$ cat config.mk
export PLATFORM = sky130hd
export DESIGN_NAME = cla_pipe_adder
export DESIGN_NICKNAME = d
export VERILOG_FILES = /design/src/rtl/cla_pipe_adder.sv
export SDC_FILE = /design/constraint.sdc
export NUM_CORES = 1
export LEC_CHECK = 0
export BUFFER_PORTS_ARGS = -buffer_cell sky130_fd_sc_hd__clkbuf_2
export CAP_MARGIN = 20
export CORE_MARGIN = 2
export CORE_UTILIZATION = 25
export CTS_CLUSTER_SIZE = 16
export DETAILED_ROUTE_END_ITERATION = 10
export SYNTH_ARGS = -nofsm -noshare
export SYNTH_HDL_FRONTEND = slang
export SYNTH_SLANG_ARGS = --single-unit
export TNS_END_PERCENT = 1
$ cat constraint.sdc
create_clock -name clk -period 1.9 [get_ports clk]
set_clock_uncertainty 0.15 [all_clocks]
set_input_delay 0.095 -clock clk [delete_from_list [all_inputs] [get_ports clk]]
set_output_delay 0.095 -clock clk [all_outputs]
set_load 0.02 [all_outputs]
$ cat src/rtl/cla_pipe_adder.sv
// Two-stage pipelined carry-lookahead adder/subtractor with valid/ready handshakes.
// Define CLA_PIPE_FLAGS_EN to add the registered ovf/zero flag outputs.
module cla_pipe_adder #(
    parameter int unsigned WIDTH = 16
) (
    input  logic             clk,
    input  logic             rst,
    input  logic             in_valid,
    output logic             in_ready,
    input  logic [WIDTH-1:0] a,
    input  logic [WIDTH-1:0] b,
    input  logic             cin,
    input  logic             sub,
    output logic             out_valid,
    input  logic             out_ready,
    output logic [WIDTH-1:0] sum,
    output logic             cout
`ifdef CLA_PIPE_FLAGS_EN
    ,
    output logic             ovf,
    output logic             zero
`endif
);

    localparam int unsigned NG = WIDTH / 4;

    logic             en1, en2;
    logic             v1_q, v1_d, v2_q, v2_d;
    logic [WIDTH-1:0] bx;
    logic [WIDTH-1:0] p_q, p_d, g_q, g_d;
    logic [NG-1:0]    gp_q, gp_d, gg_q, gg_d;
    logic             c0_q, c0_d;
    logic [NG:0]      gc;
    logic [WIDTH:0]   bc;
    logic [WIDTH-1:0] sum_q, sum_d;
    logic             cout_q, cout_d;
`ifdef CLA_PIPE_FLAGS_EN
    logic             ovf_q, ovf_d, zero_q, zero_d;
`endif

    // Carry into position n of a lookahead chain, as a flat sum of products.
    function automatic logic la_carry(input logic [WIDTH-1:0] pp,
                                      input logic [WIDTH-1:0] gg,
                                      input logic             ci,
                                      input int unsigned      n);
        logic c;
        logic t;
        c = ci;
        for (int unsigned j = 0; j < WIDTH; j++) begin
            if (j < n) c = c & pp[j];
        end
        for (int unsigned j = 0; j < WIDTH; j++) begin
            if (j < n) begin
                t = gg[j];
                for (int unsigned m = 0; m < WIDTH; m++) begin
                    if (m > j && m < n) t = t & pp[m];
                end
                c = c | t;
            end
        end
        return c;
    endfunction

    always_comb begin : handshake
        en2 = ~v2_q | out_ready;
        en1 = ~v1_q | en2;
    end

    assign in_ready = en1;

    // Stage 1: per-bit propagate/generate and per-group P/G.
    always_comb begin : stage1
        bx   = sub ? ~b : b;
        v1_d = en1 ? in_valid : v1_q;
        p_d  = p_q;
        g_d  = g_q;
        gp_d = gp_q;
        gg_d = gg_q;
        c0_d = c0_q;
        if (en1 && in_valid) begin
            p_d  = a ^ bx;
            g_d  = a & bx;
            c0_d = sub | cin;
            for (int unsigned k = 0; k < NG; k++) begin
                gp_d[k] = &p_d[4*k +: 4];
                gg_d[k] = g_d[4*k+3]
                        | (p_d[4*k+3] & g_d[4*k+2])
                        | (p_d[4*k+3] & p_d[4*k+2] & g_d[4*k+1])
                        | (&p_d[4*k+1 +: 3] & g_d[4*k]);
            end
        end
    end

    // Stage 2: group carries, in-group carries, then sum.
    always_comb begin : stage2
        gc = '0;
        bc = '0;
        for (int unsigned k = 0; k <= NG; k++) begin
            gc[k] = la_carry(WIDTH'(gp_q), WIDTH'(gg_q), c0_q, k);
        end
        for (int unsigned k = 0; k < NG; k++) begin
            for (int unsigned i = 0; i < 4; i++) begin
                bc[4*k+i] = la_carry(WIDTH'(p_q[4*k +: 4]), WIDTH'(g_q[4*k +: 4]), gc[k], i);
            end
        end
        bc[WIDTH] = gc[NG];

        v2_d   = en2 ? v1_q : v2_q;
        sum_d  = sum_q;
        cout_d = cout_q;
`ifdef CLA_PIPE_FLAGS_EN
        ovf_d  = ovf_q;
        zero_d = zero_q;
`endif
        if (en2 && v1_q) begin
            sum_d  = p_q ^ bc[WIDTH-1:0];
            cout_d = gc[NG];
`ifdef CLA_PIPE_FLAGS_EN
            ovf_d  = bc[WIDTH-1] ^ gc[NG];
            zero_d = ~|(p_q ^ bc[WIDTH-1:0]);
`endif
        end
    end

    always_ff @(posedge clk) begin
        if (rst) begin
            v1_q   <= 1'b0;
            v2_q   <= 1'b0;
            p_q    <= '0;
            g_q    <= '0;
            gp_q   <= '0;
            gg_q   <= '0;
            c0_q   <= 1'b0;
            sum_q  <= '0;
            cout_q <= 1'b0;
`ifdef CLA_PIPE_FLAGS_EN
            ovf_q  <= 1'b0;
            zero_q <= 1'b0;
`endif
        end else begin
            v1_q   <= v1_d;
            v2_q   <= v2_d;
            p_q    <= p_d;
            g_q    <= g_d;
            gp_q   <= gp_d;
            gg_q   <= gg_d;
            c0_q   <= c0_d;
            sum_q  <= sum_d;
            cout_q <= cout_d;
`ifdef CLA_PIPE_FLAGS_EN
            ovf_q  <= ovf_d;
            zero_q <= zero_d;
`endif
        end
    end

    assign out_valid = v2_q;
    assign sum       = sum_q;
    assign cout      = cout_q;
`ifdef CLA_PIPE_FLAGS_EN
    assign ovf       = ovf_q;
    assign zero      = zero_q;
`endif

endmodule

==> results of run 1 <==
[stage by stage]
| stage | setup TNS (ns) | std cells | utilization (%) | setup slack [ns] |
|---|---|---|---|---|
| 6_report | 0 | 536 | 31.0 | 0.0834 |
| 3_5_place_dp | -0.0521 | 524 | 29.5 | -0.0521 |
| 5_1_grt | -0.00421 | 536 | 31.0 | -0.00421 |
| 4_1_cts | 0 | 536 | 30.8 | 0.00968 |
| 2_1_floorplan | 0 | 337 | - | 0.149 |
| 3_3_place_gp | -0.0458 | 524 | 29.5 | -0.0458 |
[synth_stat cells (2+ instances only)]
cell,instances,share of area (%)
nand2_1,88,12
dfxtp_1,56,40
a21oi_1,54,9.6
ha_1,20,8.9
xor2_1,16,5.0
nor3_1,15,2.7
or3_1,12,2.7
nor2_1,10,1.3
buf_6,8,3.2
buf_2,6,1.1
o21ai_0,5,0.89
a211o_1,4,1.2
clkbuf_1,4,0.53
nand3_1,4,0.71
nor3b_1,4,1.1
nor4b_1,4,1.2
o211ai_1,4,1.1
o21a_1,4,1.1
a2111oi_0,2,0.62
a2111oi_2,2,1.1
a211oi_1,2,0.53
a21o_1,2,0.53
inv_1,2,0.27
[cell families after synthesis]
| kind of cell | Yosys count |
|---|---|
| AND/OR/NAND/NOR | 143 |
| flip-flops | 56 |
| adder cells (fa/ha/maj) | 20 |
| AO/OA/AOI/OAI | 80 |
| XOR/XNOR | 16 |
| buffers and inverters | 22 |
[state kept, by name, summed over array words and instances, names as in the netlist]
signal	count
cout	1
gp_q	4
p_q	16
out_valid	1
g_q	12
c0_q	1
v1_q	1
sum	16
gg_q	4
[metal layers]
metal / track usage [%] / vias to the layer above / share of wire [%]
met5: 0 / - / 0
met4: 3.39 / 0 / 1.3
met3: 2.06 / 5 / 4.1
met2: 18.9 / 45 / 46
met1: 15.4 / 1103 / 49
li1: - / 1279 / -
[power groups by stage]
| stage | registers (mW) | clock network [mW] | logic (mW) |
|---|---|---|---|
| finish | 1.31 | 0.780 | 0.494 |
| floorplan | 1.34 | 0 | 0.325 |
| CTS | 1.31 | 0.805 | 0.498 |
| global placement | 1.33 | 0 | 0.481 |
| global route | 1.32 | 0.848 | 0.559 |
| detailed placement | 1.33 | 0 | 0.487 |
[final cells by class]
| class | instances | area, um^2 |
|---|---|---|
| repair buffers | 71 | 415 |
| clock inverters | 3 | 42.5 |
| well taps | 140 | 175 |
| clock buffers | 5 | 68.8 |
| flip-flops and latches | 56 | 1130 |
| fillers | 1161 | 7510 |
| inverters | 2 | 7.51 |
| multi-input cells | 259 | 1540 |
[timing repair]
action / in CTS / in global routing
resized for setup: 0 / 7
endpoints found under the hold margin: 3 / 0
buffers inserted: 0 / 0
endpoints found under the setup margin: 0 / 6
hold buffers: 4 / 0
[worst max-delay path, cell delays in order, from the launching register on]
cell	delay (ns)
dfxtp_2	0.34
a21o_1	0.19
a21o_1	0.19
ha_2	0.18
o21a_1	0.18
or3_1	0.30
nand3_1	0.08
a21oi_1	0.06
[how the worst min path moves through the flow]
stage	to	slack (ns)	cells after the start
detailed placement	v1_q	0.22	3
CTS	g_q[5]	0.05	4
floorplan	v1_q	0.07	2
finish	g_q[6]	0.05	4
global route	g_q[6]	0.08	4
global placement	v1_q	0.22	3
==> flow_summary.ini, run 1 <==
[setup_path]
arrival_ns = 1.84
crit_start = gp_q[0]
critPathCaptureType = flip-flop
reg2reg_to = sum[10]
critical_path.reg2reg.startpoint = gp_q[0]
ff2ff_path_depth = 7
setup.worst_path.start_class = flip-flop
worst-setup-path-type = reg -> reg
crit_fanout = 3
endpoint = sum[10]
worstPathRequired_ns = 1.93
reg2reg_setup_slack_ns = 0.08

[power]
finalPower_mw = 2.58
ir_drop_uv = 420
total_switching_power_mw = 0.724
total_leakage_power_nw = 1.46
power_share_of_the_sequential_group_pct = 50.7
power-per-cell-area_mw_per_mm2 = 765
power.clock.fraction_pct = 30.2
p_int_mw = 1.86
pwr-share-comb_pct = 19.1
power.switching_fraction_pct = 28.0

[cts]
clkLatencyLatePin_ns = 0.31
clk_root_buffer_cell = clkbuf_8
cts_sinks = 56
cts.reportedPaths.clkPinSlew_ns = 0.10
clockBufferDepth = 2
number_of_buffers_inserted_during_clock_tree_synthesis = 5
cts_tree = yes
htree_num_levels = 2

[routing]
via_count_normalized_by_instance_count = 4.54
drt-total-wl_mm = 6.61
vias = 2432
drc_errors = 0
routedWlPerCell_um = 12.3
drtPass1Iterations = 4
drt-initial-drc-count = 163
route.antenna.remaining_nets = 0

[global_routing]
grt_antenna_before_repair = 0
globalRoute.totalOverflow = 0
grt_start_max_net_pins = 34
first_pass_grt_wire_length_mm = 11.0
overall_routing_resource_usage_pct = 11.5
number_of_global_route_vias_before_repair = 2332

[hold_path]
timing.hold.worst.start = a[6]
worst_hold_path_type = in -> reg

[timing]
maxClockFrequency_ghz = 0.550
fin_hold_ws_ns = 0.0480
slew_viol_final = 0
hold_viol = 0
finalWorstPathRequiredPeriod_ns = 1.82
grt_setup_unrepaired = true
tightestPinTransition_ns = 0.639
final-setup-viol-count = 0
min_period_over_period_pct = 95.6
slew_headroom_pct = 57.4

[logic_synthesis]
synth_fa_ha_area_share_pct = 8.89
synth_compound_area_share_pct = 16.9
synth-simple-area-share_pct = 23.5
synthesis.yosys.warnings = 0
synth_seq_area_share_pct = 39.8
synthDistinctLibCells = 32
yosys_register_bits = 56
edff_count_synth = 0
synth_fp_nets = 395
yosys_most_used_dff = dfxtp_1
async_reset_ff_share_pct = 0
yosys-mux-area-fraction_pct = 0
synth_area_per_cell_um2 = 8.35
synth_top_family_by_area = simple AND/OR/NAND/NOR gates
xor_and_xnor_fraction_of_the_mapped_netlist_area_pct = 4.98
postSynthCellCount = 337
synth.cell_area_mm2 = 0.00281

[finish]
layout_common_cells = nand2_1, clkbuf_2, a21oi_1, dfxtp_1, ha_1
leading_cell_type_in_the_layout_fill_and_taps_excluded = nand2_1
antenna_cells = 0
area_growth_syn_to_layout_pct = 19.9
final_design_area_no_fill_mm2 = 0.00337
post_layout_nets = 453
final_layout_size_suffix_gt1_share_pct = 22.2

[outcome]
status = finished, final reports clean

[placed_design]
port-buffer-count = 56
placement.cell_area_mm2 = 0.00321
gp_routability_congestion = 0.778
place_hpwl_mm = 5.09

[die]
dieWidth_um = 110
coreArea_mm2 = 0.0109
floorplan_row_count = 38
start_util_pct = 25.8
die_height_um = 110
die-area_mm2 = 0.0121
ios = 57

[flow_run]
timing.max_cap.violations = 0
Note: power is estimated with default switching activity, not from simulation.
==> inputs of run 2 (changes only) <==
Clock period 1.9 ns to 2.4 ns, I/O delays scaled along.
==> run 2 against run 1 <==
Via count fell by 1.5%. Worst setup slack gained 0.40 ns. Register-to-register slack better by 0.40 ns. Largest cell class unchanged.
==> flow_summary.ini, run 2 (synthesis gave the netlist of run 1 again) <==
[routing]
drt-total-wl_mm = 6.63
drc_errors = 0
top_layer_used = met4
drtPass1Iterations = 4
routedLengthMet1_mm = 3.24
route.antenna.remaining_nets = 0
wl_met2_mm = 3.07
detailroute.wirelength.met3_um = 236
drt-initial-drc-count = 122
via_count_normalized_by_instance_count = 4.55
vias = 2395
routedWlPerCell_um = 12.6

[finish]
leading_cell_type_in_the_layout_fill_and_taps_excluded = nand2_1
layout_common_cells = nand2_1, dfxtp_1, clkbuf_2, a21oi_1, ha_1
area_growth_syn_to_layout_pct = 16.6
utilization_pct = 30.1
multi_input_comb_area_mm2 = 0.00153
filler_cell_count = 1168
seq_area_mm2 = 0.00112
final_layout_size_suffix_gt1_share_pct = 18.7
stdcell_count = 526
post_layout_nets = 443
antenna_cells = 0

[setup_path]
critical_path.reg2reg.startpoint = gp_q[0]
worst-setup-path-type = reg -> reg
arrival_ns = 1.92
setup.worst_path.start_class = flip-flop
crit_start = gp_q[0]
critPathCaptureType = flip-flop
worstPathRequired_ns = 2.41
reg2reg_to = sum[14]
ff2ff_path_depth = 7
reg2reg_setup_slack_ns = 0.48
crit_fanout = 3

[placed_design]
port-buffer-count = 56
gp_routability_congestion = 0.757
dpl.cell_count = 515
post-place-ws_ns = 0.432
place_hpwl_mm = 4.85

[timing]
grt_setup_unrepaired = false
tightestPinTransition_ns = 0.859
setup_ws_ns = 0.482
slew_viol_final = 0
maxClockFrequency_ghz = 0.521
finalWorstPathRequiredPeriod_ns = 1.92
final-setup-viol-count = 0
hold_viol = 0
slew_headroom_pct = 42.7
timing.setup.tns_ns = 0
min_period_over_period_pct = 79.9

[cts]
cts_tree = yes
clockBufferDepth = 2
post_cts_resized = 0
cts.reportedPaths.clkPinSlew_ns = 0.10
clkLatencyLatePin_ns = 0.31
cts_sinks = 56
htree_num_levels = 2
number_of_buffers_inserted_during_clock_tree_synthesis = 5
clk_root_buffer_cell = clkbuf_8

[power]
power.switching_fraction_pct = 27.8
power.clock.fraction_pct = 30.4
p_int_mw = 1.46
pwr-share-comb_pct = 18.4
total_switching_power_mw = 0.560
ir_drop_uv = 398
power-per-cell-area_mw_per_mm2 = 614
power_share_of_the_sequential_group_pct = 51.2
total_leakage_power_nw = 1.42

[die]
die-area_mm2 = 0.0121
ios = 57
start_util_pct = 25.8
floorplan_row_count = 38
coreArea_mm2 = 0.0109
die_height_um = 110
dieWidth_um = 110

[global_routing]
overall_routing_resource_usage_pct = 11.2
grt_antenna_before_repair = 0
number_of_global_route_vias_before_repair = 2283
grt_start_max_net_pins = 43
first_pass_grt_wire_length_mm = 10.7
globalRoute.totalOverflow = 0

[outcome]
status = finished, final reports clean

[flow_run]
timing.max_cap.violations = 0

[hold_path]
hold_path_depth = 3
timing.hold.worst.start = out_ready
worst_hold_path_type = in -> reg
min_to = v1_q
## run 2: cell types whose count changed in the layout (fill, tap and decap cells not counted), sizes merged
cell,before,now
clkbuf,61,62
dlygate4sd3,4,2
buf,11,3
clkinvlp,1,0
## run 2: stage by stage
step	hold WS, ns	area [um^2]	power [mW]
after floorplan	0.0995	2810	1.32
after global placement	0.239	3130	1.41
after detailed placement	0.261	3130	1.42
after CTS	0.0167	3250	2.03
after global routing	0.0535	3280	2.13
final	0.0156	3280	2.02
## run 2: timing repair
action	CTS	global route
hold buffers	2	0
endpoints found under the hold margin	2	0
buffers inserted	0	0
## run 2: how the worst max path moves through the flow
| stage | endpoint | slack, ns | cells past startpoint |
|---|---|---|---|
| after detailed placement | gg_q[2] | 0.43 | 7 |
| final | sum[14] | 0.48 | 7 |
| after global routing | sum[14] | 0.33 | 7 |
| after global placement | gg_q[2] | 0.47 | 7 |
| after CTS | p_q[8] | 0.45 | 4 |
| after floorplan | gg_q[2] | 0.62 | 8 |
## run 2: critical path, cell delays in order, from the launching register on
cell and delay [ns]:
dfxtp_1 0.35, a211oi_1 0.24, o21bai_1 0.14, ha_1 0.24
o21a_1 0.19, or3_1 0.31, nand3_1 0.09, a21oi_1 0.06
## run 2: power by group through the flow
stage / clock network [mW] / registers (mW) / logic (mW)
3_3_place_gp: 0 / 1.05 / 0.360
6_report: 0.613 / 1.03 / 0.370
2_1_floorplan: 0 / 1.06 / 0.257
3_5_place_dp: 0 / 1.05 / 0.363
5_1_grt: 0.660 / 1.04 / 0.424
4_1_cts: 0.630 / 1.03 / 0.368
## run 2: layout make-up
class                   instances  area share (%)
multi-input cells             259            46.5
flip-flops and latches         56            34.2
repair buffers                 61            10.4
well taps                     140            5.34
clock buffers                   6            2.21
clock inverters                 2            1.07
inverters                       2           0.229
## run 2: metal layers
layer	vias up	global-route usage [%]
met5	-	0
met4	0	3.21
met3	6	2.00
met2	40	18.4
met1	1087	15.0
li1	1262	-
==> inputs of run 3 (changes only) <==
Clock period 2.4 ns to 1.8 ns, I/O delays scaled along.
==> run 3 against run 2 <==
The flow now finishes with violations (negative hold slack). Final area is 5.4% higher. Combinational power is 49% higher. Non-clock buffer count is 20 higher. Largest power group unchanged. Cell count is 3.8% higher. Critical path type unchanged. Core utilization is 1.6 points higher.
==> flow_summary.ini, run 3 (synthesis gave the netlist of run 1 again) <==
[routing]
drtPass1Iterations = 4
vias = 2507
via_count_normalized_by_instance_count = 4.59
drc_errors = 0
routedWlPerCell_um = 12.2
drt-total-wl_mm = 6.68
drt-initial-drc-count = 83
route.antenna.remaining_nets = 0

[setup_path]
setup.worst_path.start_class = flip-flop
worstSetupPathDepth = 7
worst_path_cell_with_the_longest_stage_delay = dfxtp_2
crit_fanout = 3
critPathCaptureType = flip-flop
worstPathBufferInverterCount = 0
worst_path_dominant_cell_family = compound AO/OA/AOI/OAI gates
ff2ff_path_depth = 7
critical-path-max-stage-delay_ns = 0.35
worst-setup-path-type = reg -> reg
worstPathRequired_ns = 1.83
path_cells = a211oi_2 > o21bai_1 > ha_2 > o21a_1 > or3_1 > nand3_1 > a21oi_1
reg2reg_setup_slack_ns = 0.007
arrival_ns = 1.82

[power]
power.clock.fraction_pct = 27.1
power_share_of_the_sequential_group_pct = 52.1
total_switching_power_mw = 0.763
power.switching_fraction_pct = 28.8
power-per-cell-area_mw_per_mm2 = 766
total_leakage_power_nw = 1.50
ir_drop_uv = 336
finalPower_mw = 2.65
p_int_mw = 1.89
pwr-share-comb_pct = 20.8

[finish]
post_layout_nets = 463
filler_cell_count = 1176
utilization_pct = 31.8
final_layout_size_suffix_gt1_share_pct = 25.1
layout_common_cells = nand2_1, clkbuf_2, a21oi_1, dfxtp_1, buf_4
final_design_area_no_fill_mm2 = 0.00346
area_growth_syn_to_layout_pct = 22.9
leading_cell_type_in_the_layout_fill_and_taps_excluded = nand2_1
antenna_cells = 0

[cts]
clockBufferDepth = 2
clkLatencyLatePin_ns = 0.31
htree_num_levels = 2
cts.reportedPaths.clkPinSlew_ns = 0.10
cts_tree = yes
number_of_buffers_inserted_during_clock_tree_synthesis = 5
clk_root_buffer_cell = clkbuf_8
cts_sinks = 56

[timing]
hold_viol = 1
min_period_over_period_pct = 99.6
slew_viol_final = 0
grt_setup_unrepaired = true
fin_hold_ws_ns = -0.000944
finalWorstPathRequiredPeriod_ns = 1.79
final-setup-viol-count = 0
slew_headroom_pct = 61.8
maxClockFrequency_ghz = 0.558
tightestPinTransition_ns = 0.572

[hold_path]
hold_path_depth = 3
worst_hold_path_type = in -> reg

[global_routing]
grt_antenna_before_repair = 0
globalRoute.totalOverflow = 0
first_pass_grt_wire_length_mm = 11.0
number_of_global_route_vias_before_repair = 2389
grt_start_max_net_pins = 34
overall_routing_resource_usage_pct = 11.6

[placed_design]
placement.cell_area_mm2 = 0.00328
place_hpwl_mm = 5.06
port-buffer-count = 56
gp_routability_congestion = 0.818

[die]
floorplan_row_count = 38
dieWidth_um = 110
start_util_pct = 25.8
die-area_mm2 = 0.0121
ios = 57
die_height_um = 110
coreArea_mm2 = 0.0109

[flow_run]
timing.max_cap.violations = 0

[outcome]
violations = negative hold slack
status = finished with violations
-- run 3: changes by cell type in the layout (fill, tap and decap cells not counted), sizes merged --
cell and change:
buf +19, bufinv -1, clkbuf +1, clkinv -1, clkinvlp +1, dlygate4sd3 +1
-- run 3: path summary, 6_finish.rpt --
kind	from	to
worst max-delay path	gp_q[0]	sum[14]
worst max register to register	gp_q[0]	sum[14]
worst min register to register	gp_q[3]	gp_q[3]
worst min-delay path	out_ready	out_valid
-- run 3: power groups by stage --
stage / clock [mW] / combinational (mW) / sequential (mW)
floorplan: 0 / 0.343 / 1.41
finish: 0.718 / 0.552 / 1.38
global route: 0.778 / 0.626 / 1.39
CTS: 0.737 / 0.551 / 1.38
detailed placement: 0 / 0.540 / 1.41
global placement: 0 / 0.536 / 1.40
-- run 3: metal layers --
layer	track usage (%)	vias up	part of all wire (%)
met5	0	-	0
met4	3.30	0	1.2
met3	2.35	7	4.6
met2	18.7	52	45
met1	15.6	1147	49
li1	-	1301	-
-- run 3: final cells by class --
type | count | area [um^2] | share of cell area [%]
Inverter | 2 | 7.51 | 0.217
Clock inverter | 1 | 7.51 | 0.217
Sequential cell | 56 | 1120 | 32.5
Tap cell | 140 | 175 | 5.06
Clock buffer | 7 | 86.3 | 2.50
Multi-Input combinational cell | 259 | 1570 | 45.4
Timing Repair Buffer | 81 | 488 | 14.1
-- run 3: worst reg2reg max path, stage by stage, from the launching register on --
cell and delay (ns):
dfxtp_2 0.35, a211oi_2 0.21, o21bai_1 0.11, ha_2 0.20, o21a_1 0.19, or3_1 0.30
nand3_1 0.10, a21oi_1 0.07
-- run 3: metrics by stage --
| step | hold WS [ns] | cells | TNS (ns) | worst slack (ns) |
|---|---|---|---|---|
| after floorplan | 0.0695 | 337 | 0 | 0.0538 |
| after global placement | 0.213 | 534 | -0.0784 | -0.0770 |
| after detailed placement | 0.216 | 534 | -0.241 | -0.0926 |
| after CTS | 0.00269 | 545 | 0 | 0.0111 |
| after global routing | 0.0608 | 546 | -0.394 | -0.0897 |
| final | -0.000944 | 546 | 0 | 0.00721 |
-- run 3: timing repair --
item                                    4_1_cts  5_1_grt
endpoints found under the hold margin         2        0
resized for setup                             4        9
hold buffers                                  3        0
endpoints found under the setup margin        5        9
setup buffers                                 0        1
pin swaps                                     2        4
